<file path="src/rtl/ultrasonic_ranger.sv">
// HC-SR04-style ultrasonic ranger: periodic trigger, echo pulse timed in clock cycles,
// result converted to whole centimetres with a flagged saturated timeout result.
module ultrasonic_ranger #(
  parameter int CLKS_PER_US = 100,
  parameter int TRIG_US     = 10,
  parameter int US_PER_CM   = 58,
  parameter int TIMEOUT_US  = 30000,
  parameter int PERIOD_US   = 60000,
  parameter int PV_WIDTH    = 9
) (
  input  logic                clk,
  input  logic                reset,
  input  logic                en,
  input  logic                echo,
  output logic                trig,
  output logic [PV_WIDTH-1:0] distance,
  output logic                valid,
  output logic                timeout
);

  localparam int unsigned T_TRIG = TRIG_US * CLKS_PER_US;
  localparam int unsigned T_CM   = US_PER_CM * CLKS_PER_US;
  localparam int unsigned T_TO   = TIMEOUT_US * CLKS_PER_US;
  localparam int unsigned T_PER  = PERIOD_US * CLKS_PER_US;
  localparam int unsigned T_TMAX = (T_TO > T_TRIG) ? T_TO : T_TRIG;

  localparam int TW = $clog2(T_TMAX + 1);
  localparam int PW = $clog2(T_PER + 1);
  localparam int SW = (T_CM > 1) ? $clog2(T_CM) : 1;

  // The cycle that detects the rise already carries echo, so it is counted on entry.
  localparam logic [SW-1:0]       SUB_INIT = (T_CM == 1) ? '0 : SW'(1);
  localparam logic [PV_WIDTH-1:0] CM_INIT  = (T_CM == 1) ? PV_WIDTH'(1) : '0;

  typedef enum logic [2:0] {
    IDLE,
    TRIG,
    WAIT_RISE,
    MEASURE,
    HOLDOFF
  } state_t;

  state_t              state;
  logic                sync1;
  logic                echo_s;
  logic [TW-1:0]       timer;
  logic [PW-1:0]       period_cnt;
  logic [SW-1:0]       sub_cnt;
  logic [PV_WIDTH-1:0] cm_cnt;

  always_ff @(posedge clk or posedge reset) begin
    if (reset) begin
      state      <= IDLE;
      sync1      <= 1'b0;
      echo_s     <= 1'b0;
      timer      <= '0;
      period_cnt <= '0;
      sub_cnt    <= '0;
      cm_cnt     <= '0;
      trig       <= 1'b0;
      distance   <= '0;
      valid      <= 1'b0;
      timeout    <= 1'b0;
    end else begin
      sync1  <= echo;
      echo_s <= sync1;
      valid  <= 1'b0;
      trig   <= en && (state == TRIG);

      if (state != IDLE)
        period_cnt <= period_cnt + 1'b1;
      if (state == TRIG || state == WAIT_RISE || state == MEASURE)
        timer <= timer + 1'b1;

      if (!en && state != IDLE) begin
        state <= IDLE;
      end else begin
        case (state)
          IDLE: begin
            if (en) begin
              state      <= TRIG;
              timer      <= '0;
              period_cnt <= '0;
            end
          end

          TRIG: begin
            if (timer == TW'(T_TRIG - 1)) begin
              state <= WAIT_RISE;
              timer <= '0;
            end
          end

          WAIT_RISE: begin
            if (echo_s) begin
              state   <= MEASURE;
              timer   <= '0;
              sub_cnt <= SUB_INIT;
              cm_cnt  <= CM_INIT;
            end else if (timer == TW'(T_TO)) begin
              state    <= HOLDOFF;
              timer    <= '0;
              distance <= '1;
              timeout  <= 1'b1;
              valid    <= 1'b1;
            end
          end

          MEASURE: begin
            if (!echo_s) begin
              state    <= HOLDOFF;
              timer    <= '0;
              distance <= cm_cnt;
              timeout  <= 1'b0;
              valid    <= 1'b1;
            end else if (timer == TW'(T_TO)) begin
              state    <= HOLDOFF;
              timer    <= '0;
              distance <= '1;
              timeout  <= 1'b1;
              valid    <= 1'b1;
            end else if (sub_cnt == SW'(T_CM - 1)) begin
              sub_cnt <= '0;
              if (cm_cnt != '1)
                cm_cnt <= cm_cnt + 1'b1;
            end else begin
              sub_cnt <= sub_cnt + 1'b1;
            end
          end

          HOLDOFF: begin
            if (period_cnt == PW'(T_PER - 1)) begin
              state      <= TRIG;
              timer      <= '0;
              period_cnt <= '0;
            end
          end

          default: state <= IDLE;
        endcase
      end
    end
  end

endmodule

</file>
<file path="config.mk">
export PLATFORM = sky130hd
export DESIGN_NAME = ultrasonic_ranger
export DESIGN_NICKNAME = d
export VERILOG_FILES = /design/src/rtl/ultrasonic_ranger.sv
export SDC_FILE = /design/constraint.sdc
export NUM_CORES = 1
export LEC_CHECK = 0
export ABC_AREA = 1
export CAP_MARGIN = 15
export CORE_ASPECT_RATIO = 1.75
export CORE_MARGIN = 2
export CORE_UTILIZATION = 60
export DETAILED_ROUTE_END_ITERATION = 7
export GPL_TIMING_DRIVEN = 0
export HOLD_SLACK_MARGIN = 0.06
export MAX_ROUTING_LAYER = met4
export PLACE_DENSITY = 0.78
export SYNTH_ARGS = -nofsm -noshare
export SYNTH_HDL_FRONTEND = slang
export SYNTH_SLANG_ARGS = --single-unit
</file>
<file path="constraint.sdc">
create_clock -name clk -period 4.35 [get_ports clk]
set_input_delay 1.0875 -clock clk [delete_from_list [all_inputs] [get_ports clk]]
set_output_delay 1.0875 -clock clk [all_outputs]
set_load 0.03 [all_outputs]
</file>
==> impl_metrics.toml <==
[global_routing]
grt_overflow = 0
antenna_found_initial = 0
grt_usage_pct = 28.9
grt_pass1_wl_um = 21100
grt_pass1_vias = 4773
grt_start_max_net_pins = 45

[setup_path]
required_ns = 4.58
crit_fanout = 10
cp_data_arrival_time_ns = 2.85
cp-end-kind = "flop"
r2r_slack_ns = 2.31
reg2reg_from = "cm_cnt[0]"
r2r-end = "cm_cnt[6]"
worstSetupStartpointType = "input pin"
r2r_cells = 10
path_class = "input pin to flop"

[synthesis]
syn_area_mm2 = 0.00522
synth_nets = 747
synth.distinct_cells = 39
synth_simple_gate_area_share_pct = 40.5
yosys_warnings = 0
synth_fa_ha_area_share_pct = 1.44
synthCells = 737
synth_compound_area_share_pct = 4.77
synth_seq_area_share_pct = 40.3
synth_mux_area_share_pct = 0
synth_area_per_cell_um2 = 7.08
synth_top_family_by_area = "simple AND/OR/NAND/NOR gates"
synth_xor_area_share_pct = 5.04
synth_seq_cells = 84

[floorplan]
die_h_um = 127
die_x_um = 74.5
ios = 16
coreArea_mm2 = 0.00856
initial_core_util_pct = 61.0
die-area_mm2 = 0.00949
num_rows = 45

[final_layout]
final_util_pct = 68.3
syn2layout_area_growth_pct = 12.1
drive_gt1_share_pct = 8.97
fin_cells = 886
insertedDiodeCount = 0
n_fill_cell = 746
final_nets = 774

[sta]
rsz0062_at_grt = "no"
period_minus_slack_ns = 2.62
slew_viol_final = 0
fin_crit_sh_pct = 60.1
relSlewSlack_pct = 64.8
worst_pin_slew_ns = 0.528
skew_ns = 0.00636
clock.fmax_ghz = 0.382
hold_viol_final = 0
setup_viol = 0

[place]
place_hpwl_um = 8910
place.gp.congestion = 0.977
port-buffer-count = 15
dp.cells = 870

[min_path]
whs_path_depth = 0
worst_hold_path_type = "flop to flop"
min_from = "sync1"
min_to = "echo_s"

[power]
p_leak_nw = 2.73
power_density_mw_per_mm2 = 510
ir_drop_mv = 0.355
total_power_mw = 2.98

[cts]
worstSkewPairLatency_ns = 0.34
cts_buffer_depth = 2
clock-sinks = 84
cts-root-buf = "clkbuf_16"
cts_setup_buffers = 0
cts_resized = 0
cts_tree = "done"
ctsHtreeMaxLevel = 3
holdBufCountCts = 0
clk_pin_slew_ns = 0.06
cts_buffers = 9

[routing]
wl_per_cell_um = 13.8
vias = 4784
drt-total-wl_um = 12200
viasPerCell = 5.40
antenna_left = 0
drtIter0Drc = 340
drc = 0
dr.pass1.iters = 6

[job]
maxCapViolCount = 0

[status]
outcome = "finished, final reports clean"
[registers in the layout (all words and copies together), names as in the netlist]
name	count
period_cnt	23
timer	22
sub_cnt	13
cm_cnt	9
distance	9
state	3
echo_s	1
sync1	1
timeout	1
trig	1
valid	1
[worst max-delay path: stages]
cell             delay [ns]
clkdlybuf4s50_1        0.67
inv_1                  0.21
nand2_1                0.27
nand3_2                0.26
buf_6                  0.23
nand3_1                0.07
nand2_1                0.06
[cells by family after synthesis]
family / count (synthesis)
simple gates: 476
buf+inv: 95
flops: 84
compound gates: 46
xor+xnor: 30
fa+ha+maj: 6
[stage by stage]
step | setup WS, ns | TNS, ns | hold WS [ns] | instance area (um^2)
after detailed placement | 1.42 | 0 | 0.362 | 5540
after CTS | 1.78 | 0 | 0.376 | 5850
final | 1.73 | 0 | 0.376 | 5850
after floorplan | 1.10 | 0 | 0.331 | 5220
after global placement | -0.191 | -15.85 | 0.361 | 5510
after global routing | 1.66 | 0 | 0.377 | 5850
[Yosys cell counts (all sizes together)]
cell type	n	share of area, %
nor3	17	1.7
dfrtp	84	40
a21oi	8	0.77
nor2	135	11
o21ai	31	3.0
a21boi	1	0.14
nand2	223	17
or2	3	0.36
nand4	28	3.4
xor2	27	4.5
ha	6	1.4
xnor2	3	0.50
nand3b	1	0.14
clkinv	1	0.17
buf	12	1.9
nor3b	1	0.14
inv	81	5.8
o21bai	1	0.14
and2	2	0.24
nor4	3	0.48
o31a	1	0.17
a31oi	2	0.24
clkbuf	1	0.072
o211ai	1	0.14
nand3	63	6.5
o22ai	1	0.12
[how the worst max path moves through the flow]
stage,slack (ns),cells after the start,startpoint,end
floorplan,1.10,1,reset,cm_cnt[0]
global placement,-0.19,2,reset,sub_cnt[10]
detailed placement,1.42,7,en,period_cnt[19]
CTS,1.78,7,en,period_cnt[19]
global route,1.66,7,en,period_cnt[13]
finish,1.73,7,en,period_cnt[19]
[layout by cell type, fill, tap and decap left out, drive strengths merged]
master           n
o21ai           31
nor3            17
o22ai            1
nor3b            1
nor4             3
a31oi            2
dfrtp           84
or2              3
o21bai           1
ha               6
xnor2            3
nand2          223
xor2            27
inv             82
clkinv           5
buf             13
nand3           63
a21oi            8
nand4           28
clkdlybuf4s50   15
o211ai           1
bufinv           1
a21boi           1
and2             2
o31a             1
clkbuf          11
nor2           135
nand3b           1
[power breakdown]
part	switching [mW]	internal, mW
logic	0.716	0.380
registers	0.158	0.931
clock network	0.333	0.467
total	1.21	1.78
[per-layer routing]
metal	vias up	track usage [%]	wire length [um]
met5	-	-	0
met2	97	49.8	6520
met4	0	10.7	306
li1	2408	-	-
met3	27	4.26	352
met1	2252	33.4	5000
[final cells by class]
class | instances | area (um^2) | area share, %
plain buffers | 13 | 101 | 1.73
clock buffers | 10 | 239 | 4.09
clock inverters | 6 | 72.6 | 1.24
inverters | 82 | 315 | 5.39
multi-input cells | 558 | 2700 | 46.2
flip-flops and latches | 84 | 2100 | 36.0
well taps | 117 | 146 | 2.50
repair buffers | 16 | 170 | 2.91
(Power assumes the default switching activity.)
